===== config.mk =====
export PLATFORM = sky130hd
export DESIGN_NAME = dec_ascii_parser
export DESIGN_NICKNAME = d
export VERILOG_FILES = /design/src/rtl/dec_parse_pkg.sv /design/src/rtl/dec_accum.sv /design/src/rtl/dec_ascii_parser.sv
export SDC_FILE = /design/constraint.sdc
export NUM_CORES = 1
export LEC_CHECK = 0
export ABC_AREA = 1
export BUFFER_PORTS_ARGS = -buffer_cell sky130_fd_sc_hd__buf_4
export CAP_MARGIN = 25
export CORE_MARGIN = 5
export CORE_UTILIZATION = 55
export DETAILED_ROUTE_END_ITERATION = 10
export PLACE_DENSITY = 0.73
export SYNTH_ARGS = -nofsm -noshare
export SYNTH_HDL_FRONTEND = slang
export SYNTH_SLANG_ARGS = --single-unit

===== constraint.sdc =====
create_clock -name clk_i -period 8.8 [get_ports clk_i]
set_input_delay 0.44 -clock clk_i [delete_from_list [all_inputs] [get_ports clk_i]]
set_output_delay 0.44 -clock clk_i [all_outputs]
set_load 0.05 [all_outputs]

===== src/rtl/dec_parse_pkg.sv =====
// rtl/dec_parse_pkg.sv - shared types, ASCII constants and character classifiers for the decimal parser
package dec_parse_pkg;

    typedef enum logic [2:0] {
        ST_IDLE,
        ST_SIGN,
        ST_DIGIT,
        ST_SKIP,
        ST_OUT
    } state_t;

    typedef enum logic [1:0] {
        ERR_OK       = 2'd0,
        ERR_OVERFLOW = 2'd1,
        ERR_BADCHAR  = 2'd2,
        ERR_EMPTY    = 2'd3
    } err_t;

    localparam logic [7:0] ASCII_0     = 8'h30;
    localparam logic [7:0] ASCII_9     = 8'h39;
    localparam logic [7:0] ASCII_MINUS = 8'h2D;
    localparam logic [7:0] ASCII_PLUS  = 8'h2B;
    localparam logic [7:0] ASCII_SPACE = 8'h20;
    localparam logic [7:0] ASCII_LF    = 8'h0A;
    localparam logic [7:0] ASCII_CR    = 8'h0D;
    localparam logic [7:0] ASCII_COMMA = 8'h2C;

    function automatic logic is_digit(input logic [7:0] c);
        return (c >= ASCII_0) && (c <= ASCII_9);
    endfunction

    function automatic logic is_term(input logic [7:0] c);
        return (c == ASCII_SPACE) || (c == ASCII_LF) || (c == ASCII_CR) || (c == ASCII_COMMA);
    endfunction

    function automatic logic is_sign(input logic [7:0] c);
        return (c == ASCII_MINUS) || (c == ASCII_PLUS);
    endfunction

endpackage


===== src/rtl/dec_accum.sv =====
// rtl/dec_accum.sv - registered magnitude*10+digit accumulator with sticky overflow against a signed limit
module dec_accum #(
    parameter int WIDTH = 32
) (
    input  logic             clk_i,
    input  logic             rst_i,
    input  logic             clr_i,
    input  logic             en_i,
    input  logic             neg_i,
    input  logic [3:0]       digit_i,
    output logic [WIDTH-1:0] mag_o,
    output logic             ovf_o
);

    localparam int XW = WIDTH + 4;

    logic [WIDTH-1:0] mag_q;
    logic             ovf_q;
    logic [XW-1:0]    prod;
    logic [XW-1:0]    half;
    logic [XW-1:0]    limit;

    // Checked in WIDTH+4 bits so mag*10+9 can never wrap before the compare.
    assign prod  = {4'b0000, mag_q} * XW'(10) + XW'(digit_i);
    assign half  = XW'(1) << (WIDTH - 1);
    assign limit = neg_i ? half : half - XW'(1);

    always_ff @(posedge clk_i or posedge rst_i) begin
        if (rst_i) begin
            mag_q <= '0;
            ovf_q <= 1'b0;
        end else if (clr_i) begin
            mag_q <= '0;
            ovf_q <= 1'b0;
        end else if (en_i && !ovf_q) begin
            if (prod > limit) begin
                ovf_q <= 1'b1;
            end else begin
                mag_q <= prod[WIDTH-1:0];
            end
        end
    end

    assign mag_o = mag_q;
    assign ovf_o = ovf_q;

endmodule


===== src/rtl/dec_ascii_parser.sv =====
// rtl/dec_ascii_parser.sv - streaming ASCII decimal token to signed WIDTH-bit value parser
module dec_ascii_parser
    import dec_parse_pkg::*;
#(
    parameter int WIDTH = 32
) (
    input  logic             clk_i,
    input  logic             rst_i,
    input  logic             in_valid_i,
    input  logic [7:0]       in_data_i,
    output logic             in_ready_o,
    output logic             out_valid_o,
    output logic [WIDTH-1:0] out_value_o,
    output logic [1:0]       out_err_o,
    input  logic             out_ready_i
);

    state_t           state_q, state_d;
    err_t             err_q, err_d, fin_err;
    logic             neg_q, neg_d;
    logic             acc_en, acc_clr, load_out;
    logic [WIDTH-1:0] mag;
    logic             ovf;
    logic             xfer_in, xfer_out;
    logic             c_digit, c_term, c_sign;
    logic [WIDTH-1:0] out_value_q;
    err_t             out_err_q;

    assign in_ready_o  = (state_q != ST_OUT);
    assign out_valid_o = (state_q == ST_OUT);
    assign xfer_in     = in_valid_i && in_ready_o;
    assign xfer_out    = out_valid_o && out_ready_i;
    assign c_digit     = is_digit(in_data_i);
    assign c_term      = is_term(in_data_i);
    assign c_sign      = is_sign(in_data_i);

    dec_accum #(.WIDTH(WIDTH)) u_accum (
        .clk_i   (clk_i),
        .rst_i   (rst_i),
        .clr_i   (acc_clr),
        .en_i    (acc_en),
        .neg_i   (neg_q),
        .digit_i (in_data_i[3:0]),
        .mag_o   (mag),
        .ovf_o   (ovf)
    );

    always_ff @(posedge clk_i or posedge rst_i) begin
        if (rst_i) begin
            state_q <= ST_IDLE;
            err_q   <= ERR_OK;
            neg_q   <= 1'b0;
        end else begin
            state_q <= state_d;
            err_q   <= err_d;
            neg_q   <= neg_d;
        end
    end

    always_comb begin
        state_d  = state_q;
        err_d    = err_q;
        neg_d    = neg_q;
        acc_en   = 1'b0;
        acc_clr  = 1'b0;
        load_out = 1'b0;
        fin_err  = ERR_OK;
        case (state_q)
            ST_IDLE: if (xfer_in) begin
                if (c_sign) begin
                    state_d = ST_SIGN;
                    neg_d   = (in_data_i == ASCII_MINUS);
                end else if (c_digit) begin
                    state_d = ST_DIGIT;
                    acc_en  = 1'b1;
                end else if (!c_term) begin
                    state_d = ST_SKIP;
                    err_d   = ERR_BADCHAR;
                end
            end
            ST_SIGN: if (xfer_in) begin
                if (c_digit) begin
                    state_d = ST_DIGIT;
                    acc_en  = 1'b1;
                end else if (c_term) begin
                    state_d  = ST_OUT;
                    load_out = 1'b1;
                    fin_err  = ERR_EMPTY;
                end else begin
                    state_d = ST_SKIP;
                    err_d   = ERR_BADCHAR;
                end
            end
            // An overflow already latched is the earlier error, so it outranks BADCHAR.
            ST_DIGIT: if (xfer_in) begin
                if (c_digit) begin
                    acc_en = 1'b1;
                end else if (c_term) begin
                    state_d  = ST_OUT;
                    load_out = 1'b1;
                    fin_err  = ovf ? ERR_OVERFLOW : ERR_OK;
                end else begin
                    state_d = ST_SKIP;
                    err_d   = ovf ? ERR_OVERFLOW : ERR_BADCHAR;
                end
            end
            ST_SKIP: if (xfer_in && c_term) begin
                state_d  = ST_OUT;
                load_out = 1'b1;
                fin_err  = err_q;
            end
            ST_OUT: if (xfer_out) begin
                state_d = ST_IDLE;
                acc_clr = 1'b1;
                neg_d   = 1'b0;
                err_d   = ERR_OK;
            end
            default: state_d = ST_IDLE;
        endcase
    end

    always_ff @(posedge clk_i or posedge rst_i) begin
        if (rst_i) begin
            out_value_q <= '0;
            out_err_q   <= ERR_OK;
        end else if (load_out) begin
            out_err_q   <= fin_err;
            out_value_q <= (fin_err != ERR_OK) ? '0 : (neg_q ? -mag : mag);
        end else if (xfer_out) begin
            out_value_q <= '0;
            out_err_q   <= ERR_OK;
        end
    end

    assign out_value_o = out_value_q;
    assign out_err_o   = out_err_q;

endmodule


Yosys cells after proc, flatten, opt, wreduce, memory -nomap -nowiden
Index checks and enable logic that the tools add are counted.
Widths: inputs -> output; s select.
{ "word_totals": {"in_bits": 12, "word_cells": 118, "reg_bits": 73, "output_inout_bits": 36} }
{ "classes": {"addsub": 2, "multipliers": 1, "n_mux": 60, "n_lt_le_gt_ge": 3, "eq_ne": 22, "reduce_logical": 23} }
{ "op_table": {"columns": ["cell", "n"], "rows": [
  ["$mux 32", 8],
  ["$add 36x4->36", 1],
  ["$gt 36x36->1", 1],
  ["$mul 32x3->35 const B", 1],
  ["$mux 3", 11],
  ["$eq 8x6->1 const B", 4],
  ["$neg 32->32", 1],
  ["$mux 2", 15],
  ["$mux 1", 20],
  ["$ne 2x2->1 const B", 9],
  ["$eq 8x4->1 const B", 2],
  ["$pmux 3 s5", 1],
  ["$reduce_bool 2->1", 5],
  ["$ge 8x6->1 const B", 1],
  ["$le 8x6->1 const B", 1],
  ["$pmux 2 s4", 1],
  ["$reduce_and 8->1", 1],
  ["$reduce_and 7->1", 1],
  ["$eq 3x2->1 const B", 2],
  ["$pmux 1 s2", 3],
  ["$pmux 2 s3", 1],
  ["$logic_and 1x1->1", 5],
  ["$logic_or 1x1->1", 4],
  ["$ne 4x4->1 const B", 1],
  ["other kinds (10)", 11]
]} }

Depth between registers and ports, before layout
Gate-level depths: netlist of run 1.
{ "depth": {"depth_word": 11, "ltp_mapped": 37, "ltp_nobuf": 35} }

By module
A second synthesis of run 1 with hierarchy kept.
{ "hier_totals": {"cells_unflattened": 1551, "hier_area_um2": 9719.3} }
{ "by_module_without_submodules": {"columns": ["mod", "n_inst", "area_per_inst_um2", "cells_each", "seq_area_each_um2"], "rows": [
  ["dec_accum", 1, 6567.5, 1042, 825.8],
  ["dec_ascii_parser", 1, 3151.8, 509, 1001.0]
]} }

Least setup slack after synthesis of run 1
No wires, ideal clock.
{ "synth_timing": {"kind": "register to register", "from": "register u_accum.mag_q[1], in the netlist u_accum.mag_o[1]", "to": "register u_accum.mag_q[13], in the netlist u_accum.mag_o[13]", "t_required_ps": 8681, "setup_ps": 119, "period_less_slack_ps": 4414, "path_slack_ps": 4386, "path_stages_with_launch": 35, "t_arrival_ps": 4296, "path_cell_list": "dfrtp_1 -> ha_1 -> ha_1 -> fa_1 -> xor2_1 -> inv_2 -> nor2_1 -> nand2_1 -> nor2_4 -> nand2_1 -> nor2_4 -> nand2_4 -> nor2_8 -> nand3_2 -> xor2_1 -> inv_1 -> ha_1 -> nand2_1 -> nor2_1 -> nand2_1 -> nor3_1 -> a21oi_1 -> o211ai_1 -> nand2_1 -> nand2_1 -> nand2_1 -> nand3_1 -> nand2_1 -> nand3_2 -> clkinv_1 -> nand2_2 -> nor2_8 -> buf_6 -> nand3_1 -> nand2_1"} }
{ "synth_via": {"elab_chain_cells": 5, "elab_cells_between_ends": 8, "cone_classes": "add/sub (1); mul (1); order compare (1); eq/ne (1); mux (3); reduce/logical (1)"} }
{ "synth_lines": {"columns": ["item", "line", "text"], "rows": [
  ["start, declared", "dec_accum.sv:17", "logic [WIDTH-1:0] mag_q;"],
  ["start signal, assigned", "dec_accum.sv:39", "mag_q <= prod[WIDTH-1:0];"],
  ["$mul 32x3->35 (*)", "dec_accum.sv:24", "assign prod = {4'b0000, mag_q} * XW'(10) + XW'(digit_i);"],
  ["$add 36x4->36 (*)", "dec_accum.sv:24", null],
  ["$gt 36x36->1 or $mux 32 (tied branches)", "dec_accum.sv:36", "if (prod > limit) begin"],
  ["$ne 2x2->1 (no line) or $mux 32 (tied branches)", null, null],
  ["$reduce_and 2->1 (no line) or $mux 32 (tied branches)", null, null]
]} }
Mark *: on every way between the ends. The rest lies on a longest branch, timed or not. The select of a mux whose other input is x is not followed.
A chain may end at the register's enable or synchronous reset.

Worst setup path after layout of run 1
{ "layout_timing": {"from": "register u_accum.mag_q[1], in the netlist u_accum.mag_o[1]", "to": "register u_accum.mag_q[30], in the netlist u_accum.mag_o[30]"} }
The elaborated chain is that of the path after synthesis.

==> qor.csv, run 1 <==
stage,metric,value,unit
worst_setup_path,cpPeakStageDelay,470,ps
clock_network,cts_root_buf,clkbuf_16,
cells_and_area,finalInstanceArea,0.00966,mm2
die,row_count,46,
sta,layout_min_cycle_time,5220,ps
worst_setup_path,worst-path-max-fanout,32,
worst_setup_path,critical-path-slowest-cell,dfrtp_1,
worst_setup_path,criticalPathCategory,reg2reg,
logic_synthesis,nets_in_the_synthesized_netlist,1468,
logic_synthesis,synth_area_per_cell,6.47,um2
grt,grt_pass1_wl,38.0,mm
grt,gr-usage-all-layers,25.4,%
clock_network,tritoncts,done,
die,die-height,136,um
worst_setup_path,worst_setup_path_end_kind,flop,
worst_setup_path,cp.required,9030,ps
sta,setup_ws,3580,ps
place,place_congestion,0.909,
die,die_area,0.0186,mm2
clock_network,cts_max_path_buffers,2,
cells_and_area,fin_cells,1619,
die,start_util,55.7,%
clock_network,clkSlewWorstSetupHoldPaths,60,ps
clock_network,cts-htree-levels,3,
place,place_inst,1603,
cells_and_area,total_nets_final,1508,
routing,drc_viols,0,
routing,post_drt_wl_per_cell,14.3,um
routing,drtAntennaViolNets,0,
place,dpl-instance-area,0.00931,mm2
routing,drt_iter0_markers,516,
cells_and_area,filler_cell_count,1547,
power_and_ir_drop,totalPowerFinal,2.03,mW
grt,global_route.overflow_total,0,
logic_synthesis,postSynth.topFlopCell,dfrtp_1,
logic_synthesis,async_flop_share,100,%
sta,max-slew-margin-rel,38.1,%
clock_network,postCtsResizedCells,0,
logic_synthesis,synth_enable_flop_cells,0,
grt,vias_in_the_first_global_route,7931,
clock_network,holdBufCountCts,0,
cells_and_area,combined_area_of_the_multi_input_logic_cells,0.00607,mm2
cells_and_area,areaGrowthSynthToFinish,9.97,%
worst_setup_path,timing.critical_path.arrival,5450,ps
logic_synthesis,yosysWarningCount,0,
cells_and_area,postLayoutCoreUtil,61.2,%
routing,first_drt_pass_iteration_count,5,
sta,grt_setup_unrepaired,false,
die,die_width,136,um
worst_setup_path,worst_path_most_repeated_cell,nand2_1,
routing,via_per_inst,5.30,
grt,antenna_found_initial,0,
logic_synthesis,synth-seq-area-share,20.8,%
sta,final_max_tran_viols,0,
cells_and_area,most_frequent_cells_in_the_layout,"421 x nand2_1, 168 x inv_1, 111 x nor2_1",
routing,route.final.wire_length,23.2,mm
cells_and_area,post_route_cells_drive_above_1_share,13.4,%
sta,transition_time_at_the_pin_with_the_least_slew_margin,929,ps
place,hpwl,19.0,mm
logic_synthesis,netlist_instances,1358,
worst_setup_path,worst_setup_path_start_kind,flop,
clock_network,clkLatencyLatePin,340,ps
cells_and_area,diodes,0,
clock_network,post-cts-setup-buffers,0,
die,std_cell_core_area,0.0158,mm2
logic_synthesis,postSynthRegisterBits,73,
sta,period_share,59.3,%
clock_network,cts_sink_cnt,73,
power_and_ir_drop,ir_worst_vdd,0.000119,V
place,port_buffer_count,47,
logic_synthesis,synth_area,0.00878,mm2
power_and_ir_drop,pwr_density_cell,210,mW/mm2
logic_synthesis,cell_variety_after_synth,44,
die,i_o_pin_cnt,48,
run_status,outcome,"complete, no violations",
hold_path,hold_path.class,in2async,
flow_run,timing.max_cap.violations,0,
sta,hold_viol_final,0,
sta,timing.fmax,0.192,GHz
sta,finalSetupViolations,0,
place,detailedPlace.worstSlack,3630,ps
sta,worst_hold_slack_after_final_layout,379,ps
power_and_ir_drop,leakage,5.38,nW
sta,tns,0,ps
grt,grt_start_max_net_pins,74,
cells_and_area,layout.cells.most_common,nand2_1,
clock_network,tritoncts.num_buffers,9,
routing,routed-via-count,8574,
sta,worst_clock_skew,7.41,ps
cells_and_area,seq_area,0.00183,mm2
-- flip-flops by register name, summed over array words and instances (netlist names) --
name / flops
u_accum.ovf_o: 1
out_value_o: 32
out_err_o: 2
err_q: 2
u_accum.mag_o: 32
state_q: 3
neg_q: 1
-- critical path, delay by kind of cell, from the launching register on --
kind / cells / cell delay, ps
AND/OR/NAND/NOR: 20 / 2620
adder cells (fa/ha/maj): 4 / 1340
flip-flops: 1 / 470
AO/OA/AOI/OAI: 3 / 420
XOR/XNOR: 1 / 270
-- synth_stat cells, types with 18 or more instances --
master / number / area, um2
ha_1: 96 / 1200
nand2_1: 421 / 1580
nand3_1: 109 / 546
nand3_2: 38 / 380
nor3_1: 18 / 90.1
xor2_1: 37 / 324
dfrtp_1: 73 / 1830
o21ai_0: 60 / 300
nand2_2: 26 / 163
inv_2: 23 / 86.3
nor2_1: 112 / 420
inv_1: 169 / 634
a21oi_1: 51 / 255
-- report_power, final --
part,leakage [nW],switching [mW],internal (mW)
clock,0.163,0.144,0.278
sequential,1.00,0.0717,0.396
combinational,4.22,0.755,0.382
total,5.38,0.970,1.06
-- final timing paths --
check | start | to | slack (ps) | depth (start not counted)
setup reg to reg | u_accum.mag_o[1] | u_accum.mag_o[30] | 3580 | 28
max in group asynchronous | rst_i | neg_q | 7750 | 3
setup / recovery | u_accum.mag_o[1] | u_accum.mag_o[30] | 3580 | 28
min in group clk_i | in_data_i[0] | u_accum.mag_o[0] | 380 | 3
hold / removal | rst_i | out_value_o[26] | 380 | 3
hold reg to reg | out_err_o[1] | out_err_o[1] | 470 | 2
-- area by class of cell --
class	instances	area share, %
multi-input cells	1062	62.9
well taps	216	2.80
inverters	200	7.77
repair buffers	52	4.04
flip-flops and latches	73	18.9
clock inverters	6	1.19
clock buffers	10	2.37
-- kinds of logic after synthesis --
kind of cell,synth area share (%)
buffers and inverters,10.1
XOR/XNOR,4.59
AND/OR/NAND/NOR,41.5
AO/OA/AOI/OAI,8.82
adder cells (fa/ha/maj),14.1
flip-flops,20.8
-- per-layer routing --
layer | wire length, um | GRT usage (%) | up-vias | share of wire [%]
li1 | - | - | 4460 | -
met2 | 10600 | 42.5 | 207 | 46
met5 | 0 | 0 | - | 0
met3 | 1010 | 2.70 | 38 | 4.3
met4 | 535 | 7.39 | 0 | 2.3
met1 | 11100 | 34.7 | 3869 | 48
Note: power is estimated with default switching activity, not from simulation.
==> run 2: changes to the inputs <==
- ABC_AREA: 1 -> 0
- clock period: 8.8 -> 5.05 ns (I/O delays scaled with it)
==> run 2 against run 1 <==
The run now ends with setup timing left. Critical path depth unchanged. Via count down 1.2%. Worst hold slack got worse by 300 ps. Register-to-register slack got worse by 4700 ps. Critical path type unchanged. Largest cell class unchanged. Highest routed layer unchanged.
==> qor.csv, run 2 <==
stage,metric,value,unit,change
sta,final_max_tran_viols,0,,unchanged
sta,finalSetupViolations,33,,+33
cells_and_area,diodes,0,,unchanged
logic_synthesis,synth-seq-area-share,24.3,%,+3.5 points
clock_network,tritoncts.num_buffers,9,,unchanged
power_and_ir_drop,intPower,2.18,mW,+110%
sta,max-slew-margin-rel,35.6,%,-2.5 points
die,die_area,0.0161,mm2,-13%
place,port_buffer_count,47,,unchanged
clock_network,clkLatencyLatePin,340,ps,about the same
logic_synthesis,post-synth-top-area-fraction,24.3,%,+3.5 points
clock_network,clkSlewWorstSetupHoldPaths,70,ps,about the same
cells_and_area,seq_area,0.00184,mm2,+0.41%
grt,grt_start_max_net_pins,40,,-46%
place,place_congestion,0.903,,-0.70%
run_status,failed_checks,setup timing,,
logic_synthesis,synth.most_common_cell,nand2_1,,
power_and_ir_drop,netSwitchingPower,1.87,mW,+93%
logic_synthesis,netlist_instances,882,,-35%
power_and_ir_drop,share_comb_of_total_power,61.9,%,+5.8 points
sta,setup_ws,-1090,ps,-4670 ps
logic_synthesis,postSynth.topFlopCell,dfrtp_1,,
power_and_ir_drop,ir_worst_vdd,0.000238,V,+100%
logic_synthesis,synth_area,0.00753,mm2,-14%
cells_and_area,post_route_cells_drive_above_1_share,37.1,%,+24 points
die,row_count,42,,-8.7%
clock_network,cts_sink_cnt,73,,unchanged
routing,first_drt_pass_iteration_count,5,,unchanged
logic_synthesis,post_synth_most_frequent_cells,"100 x nand2_1, 96 x ha_1, 73 x dfrtp_1",,
grt,global_route.usage.met2,50.5,%,+8.0 points
clock_network,tritoncts,done,,
power_and_ir_drop,share_clk_of_total_power,16.6,%,-4.2 points
run_status,outcome,"complete, but fails checks",,
clock_network,cts_max_path_buffers,2,,unchanged
cells_and_area,areaGrowthSynthToFinish,42.6,%,
sta,hold_viol_final,0,,unchanged
logic_synthesis,synth_enable_flop_cells,0,,unchanged
sta,transition_time_at_the_pin_with_the_least_slew_margin,964,ps,+34.6 ps
routing,via_per_inst,6.56,,+24%
logic_synthesis,postSynthRegisterBits,73,,unchanged
routing,drc_viols,0,,unchanged
grt,antenna_found_initial,0,,unchanged
clock_network,cts_root_buf,clkbuf_16,,
cells_and_area,filler_cell_count,741,,-52%
flow_run,timing.max_cap.violations,0,,unchanged
worst_setup_path,critical-path-slowest-cell,dfrtp_1,,
routing,route.final.wire_length,29.0,mm,+25%
power_and_ir_drop,totalPowerFinal,4.06,mW,+100%
logic_synthesis,async_flop_share,100,%,unchanged
sta,worst_clock_skew,15.1,ps,+7.73 ps
die,die_width,127,um,-6.9%
worst_setup_path,cp-startpoint,u_accum.mag_o[10],,
clock_network,holdBufCountCts,0,,unchanged
worst_setup_path,cpPeakStageDelay,470,ps,about the same
grt,global_route_met3_usage,4.72,%,+2.0 points
power_and_ir_drop,power.switching_fraction,46.2,%,-1.7 points
cells_and_area,total_nets_final,1220,,-19%
die,std_cell_core_area,0.0133,mm2,-15%
die,start_util,56.4,%,+0.70 points
worst_setup_path,worst_setup_path_start_kind,flop,,
grt,grt_util_met1,41.2,%,+6.5 points
routing,drtAntennaViolNets,0,,unchanged
logic_synthesis,nets_in_the_synthesized_netlist,992,,-32%
logic_synthesis,cell_variety_after_synth,74,,+68%
worst_setup_path,worst_r2r_path_depth,28,,unchanged
clock_network,cts-htree-levels,3,,unchanged
power_and_ir_drop,pwr_density_cell,378,mW/mm2,+80%
cells_and_area,layout.cells.most_common,buf_4,,
power_and_ir_drop,seqPwrFrac,21.5,%,-1.6 points
sta,timing.fmax,0.163,GHz,-15%
logic_synthesis,largest_cells_by_area_after_synthesis,"dfrtp_1 24%, ha_1 16%, nand2_1 5.0%, xor2_1 4.9%, xnor2_1 4.8%",,
grt,vias_in_the_first_global_route,7880,,-0.64%
grt,gr-usage-all-layers,30.7,%,+5.4 points
cells_and_area,postLayoutCoreUtil,80.4,%,+19 points
logic_synthesis,synth_area_per_cell,8.53,um2,+32%
worst_setup_path,worst-path-max-fanout,7,,-78%
worst_setup_path,worst_setup_path_end_kind,flop,,
logic_synthesis,post-synth-top-area-cell,dfrtp_1,,
hold_path,hold_path.class,in2async,,
worst_setup_path,timing.critical_path.arrival,6350,ps,+900 ps
routing,drt_iter0_markers,982,,+90%
grt,grt_pass1_wl,40.4,mm,+6.3%
power_and_ir_drop,leakage,5.23,nW,-2.9%
cells_and_area,combined_area_of_the_multi_input_logic_cells,0.00628,mm2,+3.3%
grt,global_route.overflow_total,0,,unchanged
routing,post_drt_wl_per_cell,22.5,um,+57%
die,die-height,127,um,-6.9%
logic_synthesis,yosysWarningCount,0,,unchanged
die,i_o_pin_cnt,48,,unchanged
place,hpwl,16.6,mm,-13%
routing,routed-via-count,8468,,-1.2%
worst_setup_path,cp.required,5260,ps,-3770 ps
sta,grt_setup_unrepaired,true,,
sta,period_share,122,%,+62 points
sta,layout_min_cycle_time,6140,ps,+924 ps
grt,grt-busiest-layer,met2,,
worst_setup_path,critical_path.reg2reg.startpoint,u_accum.mag_o[10],,
worst_setup_path,criticalPathCategory,reg2reg,,
cells_and_area,most_frequent_cells_in_the_layout,"245 x buf_4, 99 x nand2_1, 69 x ha_1",,
run 2: changes by cell type after synthesis, moves of 33 or more:
| cell | previous run | this run |
|---|---|---|
| and2_1 | 3 | 36 |
| nor2_1 | 112 | 50 |
| nand2_1 | 421 | 100 |
| inv_1 | 169 | 18 |
| nand3_1 | 109 | 22 |
| nand3_2 | 38 | 0 |
run 2: critical path, delay by kind of cell (launching register included):
kind,cells,cell delay (ps)
multiplexers,1,310
adder cells (fa/ha/maj),3,980
XOR/XNOR,1,190
AND/OR/NAND/NOR,10,1750
flip-flops,1,470
buffers and inverters,6,920
AO/OA/AOI/OAI,7,1380
run 2: worst paths after layout:
check	endpoint	slack, ps
max in group asynchronous	u_accum.mag_o[8]	3900
min	u_accum.mag_o[15]	80
min in group clk_i	state_q[2]	170
max	u_accum.mag_o[14]	-1090
min reg2reg	out_value_o[28]	480
max reg2reg	u_accum.mag_o[14]	-1090
run 2: kinds of logic (layout without fill, tap and decap cells):
group           Yosys count  count (layout)  share of synthesized area [%]
fa+ha+maj                98              98                           16.5
compound gates          226             226                           19.9
simple gates            311             311                           21.3
mux                      35              35                           5.17
flops                    73              73                           24.3
buf+inv                  56             288                           3.24
xor+xnor                 83              83                           9.66
run 2: timing repair:
action                     in CTS  in global routing
setup endpoints to repair      33                 33
gates cloned                    2                  1
buffers inserted               30                 11
resized for setup              91                 56
pin swaps                      31                 36
run 2: metrics by stage:
step	hold slack, ps	cell area (um2)	setup slack, ps	setup TNS (ps)	instances
final	82.6	10700	-1090	-34650	1290
after global routing	163	10700	-1180	-37580	1290
after CTS	106	10300	-529	-15020	1279
after detailed placement	452	9220	-780	-23950	1232
after global placement	451	9220	-730	-22600	1232
after floorplan	364	7590	-239	-6670	882
run 2: power groups by stage:
stage               clock [mW]  sequential (mW)  combinational [mW]
floorplan                    0            0.945                1.26
global placement             0            0.834                1.96
detailed placement           0            0.840                2.02
CTS                      0.660            0.839                2.21
global route             0.698            0.885                2.68
finish                   0.674            0.871                2.51
run 2: metal layers:
metal,up-vias,share of wire [%]
met3,163,10
met1,3989,38
li1,3712,-
met5,-,0
met4,0,5.8
met2,604,46
run 2: final cells by class:
type	count	share of cell area [%]
well taps	176	2.05
repair buffers	255	18.9
flip-flops and latches	73	17.1
clock inverters	4	0.478
multi-input cells	753	58.5
inverters	18	0.630
clock buffers	11	2.36
==> run 3: changes to the inputs <==
- CORE_ASPECT_RATIO: not set -> 1.1
==> run 3 against run 2 <==
Cell count rose by 1.5%. Critical path depth fell by 1. The run still ends with setup timing left. Design area rose by 0.49%. Sequential share of layout area barely moved. Critical endpoint is now u_accum.mag_o[11]. Die area barely moved. Worst setup slack improved by 80 ps. Non-clock buffer count rose by 10. Clock skew fell by 5.6 ps. Largest cell class unchanged. Fmax rose by 1.3%. Largest power group unchanged. Sequential power barely moved.
==> qor.csv, run 3 (same netlist as run 2, synthesis figures left out) <==
stage,metric,value,unit,change
run_status,outcome,"complete, but fails checks",,
run_status,failed_checks,setup timing,,
cells_and_area,finalInstanceArea,0.0108,mm2,+0.49%
sta,worst_hold_slack_after_final_layout,154,ps,+71.8 ps
sta,transition_time_at_the_pin_with_the_least_slew_margin,1030,ps,+63.8 ps
worst_setup_path,criticalPathCategory,reg2reg,,
power_and_ir_drop,leakage,5.26,nW,+0.69%
grt,global_route.overflow_total,0,,unchanged
worst_setup_path,cpPeakStageDelay,460,ps,about the same
sta,period_share,120,%,-1.6 points
place,hpwl,16.9,mm,+1.9%
cells_and_area,filler_cell_count,770,,+3.9%
worst_setup_path,critical-path-slowest-cell,dfrtp_1,,
place,port_buffer_count,47,,unchanged
sta,timing.fmax,0.165,GHz,+1.3%
sta,finalSetupViolations,33,,unchanged
routing,first_drt_pass_iteration_count,5,,unchanged
clock_network,tritoncts,done,,
sta,grt_setup_unrepaired,true,,
sta,final_max_tran_viols,0,,unchanged
worst_setup_path,worst-r2r-setup-slack,-1010,ps,+80 ps
cells_and_area,total_nets_final,1230,,+0.82%
routing,post_drt_wl_per_cell,21.3,um,-5.3%
die,die_width,122,um,-4.3%
power_and_ir_drop,pwr_density_cell,385,mW/mm2,+1.8%
worst_setup_path,worst_setup_path_start_kind,flop,,
routing,routed-via-count,8372,,-1.1%
cells_and_area,layout.cells.most_common,buf_4,,
worst_setup_path,cp.required,5270,ps,about the same
sta,setup_ws,-1010,ps,+80.2 ps
die,i_o_pin_cnt,48,,unchanged
grt,grt_start_max_net_pins,53,,+33%
clock_network,cts_root_buf,clkbuf_16,,
grt,gr-usage-all-layers,29.4,%,-1.4 points
clock_network,tritoncts.num_buffers,9,,unchanged
die,die_area,0.0161,mm2,about the same
clock_network,cts-htree-levels,3,,unchanged
die,start_util,56.5,%,+0.11 points
grt,vias_in_the_first_global_route,7629,,-3.2%
grt,antenna_found_initial,0,,unchanged
routing,via_per_inst,6.40,,-2.6%
die,std_cell_core_area,0.0133,mm2,-0.19%
cells_and_area,diodes,0,,unchanged
sta,worst_clock_skew,9.55,ps,-5.59 ps
place,dpl-instance-area,0.00937,mm2,+1.6%
sta,layout_min_cycle_time,6060,ps,-80.2 ps
grt,grt_pass1_wl,38.4,mm,-5.1%
die,die-height,133,um,+4.5%
cells_and_area,post_route_cells_drive_above_1_share,38.0,%,+0.97 points
clock_network,clkSlewWorstSetupHoldPaths,60,ps,about the same
clock_network,clkLatencyLatePin,340,ps,about the same
flow_run,timing.max_cap.violations,0,,unchanged
sta,hold_viol_final,0,,unchanged
clock_network,cts_max_path_buffers,2,,unchanged
sta,tns,-31350,ps,+3300 ps
power_and_ir_drop,totalPowerFinal,4.15,mW,+2.3%
cells_and_area,fin_cells,1309,,+1.5%
cells_and_area,most_frequent_cells_in_the_layout,"254 x buf_4, 99 x nand2_1, 71 x ha_1",,
worst_setup_path,worst_setup_path_end_kind,flop,,
place,place_congestion,0.940,,+4.1%
place,place_inst,1258,,+2.1%
worst_setup_path,worst-path-max-fanout,6,,-1
die,row_count,44,,+4.8%
worst_setup_path,timing.critical_path.arrival,6280,ps,-70 ps
cells_and_area,areaGrowthSynthToFinish,43.3,%,
routing,drt_iter0_markers,777,,-21%
routing,drc_viols,0,,unchanged
routing,route.final.wire_length,27.8,mm,-3.9%
routing,drtAntennaViolNets,0,,unchanged
hold_path,hold_path.class,in2reg,,
power_and_ir_drop,ir_worst_vdd,0.000238,V,about the same
clock_network,cts_sink_cnt,73,,unchanged
sta,max-slew-margin-rel,31.3,%,-4.3 points
## run 3: changes by cell type in the layout (fill, tap and decap cells not counted), moves of 3 or more
cell and change:
buf_4 +9, dfrtp_1 -4, dfrtp_2 +4, ha_4 -4
nor3_1 -3, nor3_2 +3, o21ai_1 +3, xor2_2 +3
## run 3: what timing repair did
| item | 4_1_cts | 5_1_grt |
|---|---|---|
| endpoints found under the hold margin | 21 | 0 |
| buffers inserted | 16 | 15 |
| endpoints found under the setup margin | 33 | 33 |
| hold buffers | 1 | 0 |
| cloned | 3 | 1 |
| resized for setup | 88 | 63 |
| pin swaps | 32 | 48 |
## run 3: area by class of cell
type | count | area, um2 | share of cell area, %
clock buffer | 11 | 253 | 2.34
clock inverter | 5 | 77.6 | 0.719
inverter | 18 | 67.6 | 0.627
multi-input combinational | 753 | 6210 | 57.6
sequential | 73 | 1840 | 17.1
tap | 184 | 230 | 2.14
timing repair buffer | 265 | 2100 | 19.5
## run 3: metal layers
| metal | routed length [um] | up-vias | global-route usage (%) | share of wire [%] |
|---|---|---|---|---|
| li1 | - | 3728 | - | - |
| met1 | 10700 | 3980 | 38.3 | 38 |
| met2 | 13500 | 524 | 49.0 | 48 |
| met3 | 2200 | 140 | 3.46 | 7.9 |
| met4 | 1480 | 0 | 12.6 | 5.3 |
| met5 | 0 | - | 0 | 0 |
## run 3: worst paths after layout
check	from	end	cells after the start
min in group asynchronous	rst_i	out_value_o[25]	3
hold reg to reg	out_value_o[2]	out_value_o[2]	2
max in group asynchronous	rst_i	u_accum.mag_o[2]	4
setup / recovery	u_accum.mag_o[6]	u_accum.mag_o[11]	27
hold / removal	out_ready_i	state_q[2]	2
setup reg to reg	u_accum.mag_o[6]	u_accum.mag_o[11]	27
## run 3: power by group
| group | internal [mW] | switching (mW) |
|---|---|---|
| registers | 0.682 | 0.189 |
| clock network | 0.458 | 0.255 |
| logic | 1.11 | 1.46 |
| total | 2.25 | 1.90 |
## run 3: worst max-delay path: cells and delay by family, from the launching register on
family	cells	cell delay [ps]
AOI/OAI and AO/OA	6	1090
xor gates and xnor gates	2	530
adders and majority gates	3	900
buffers and inverters	5	850
DFF	1	460
muxes	1	320
and+or+nand+nor	10	1770
## run 3: metrics by stage
step           util [%]  setup slack [ps]
2_1_floorplan         -              -239
3_3_place_gp       70.3              -669
3_5_place_dp       70.3              -796
4_1_cts            77.5              -555
5_1_grt            80.9             -1270
6_report           80.9             -1010
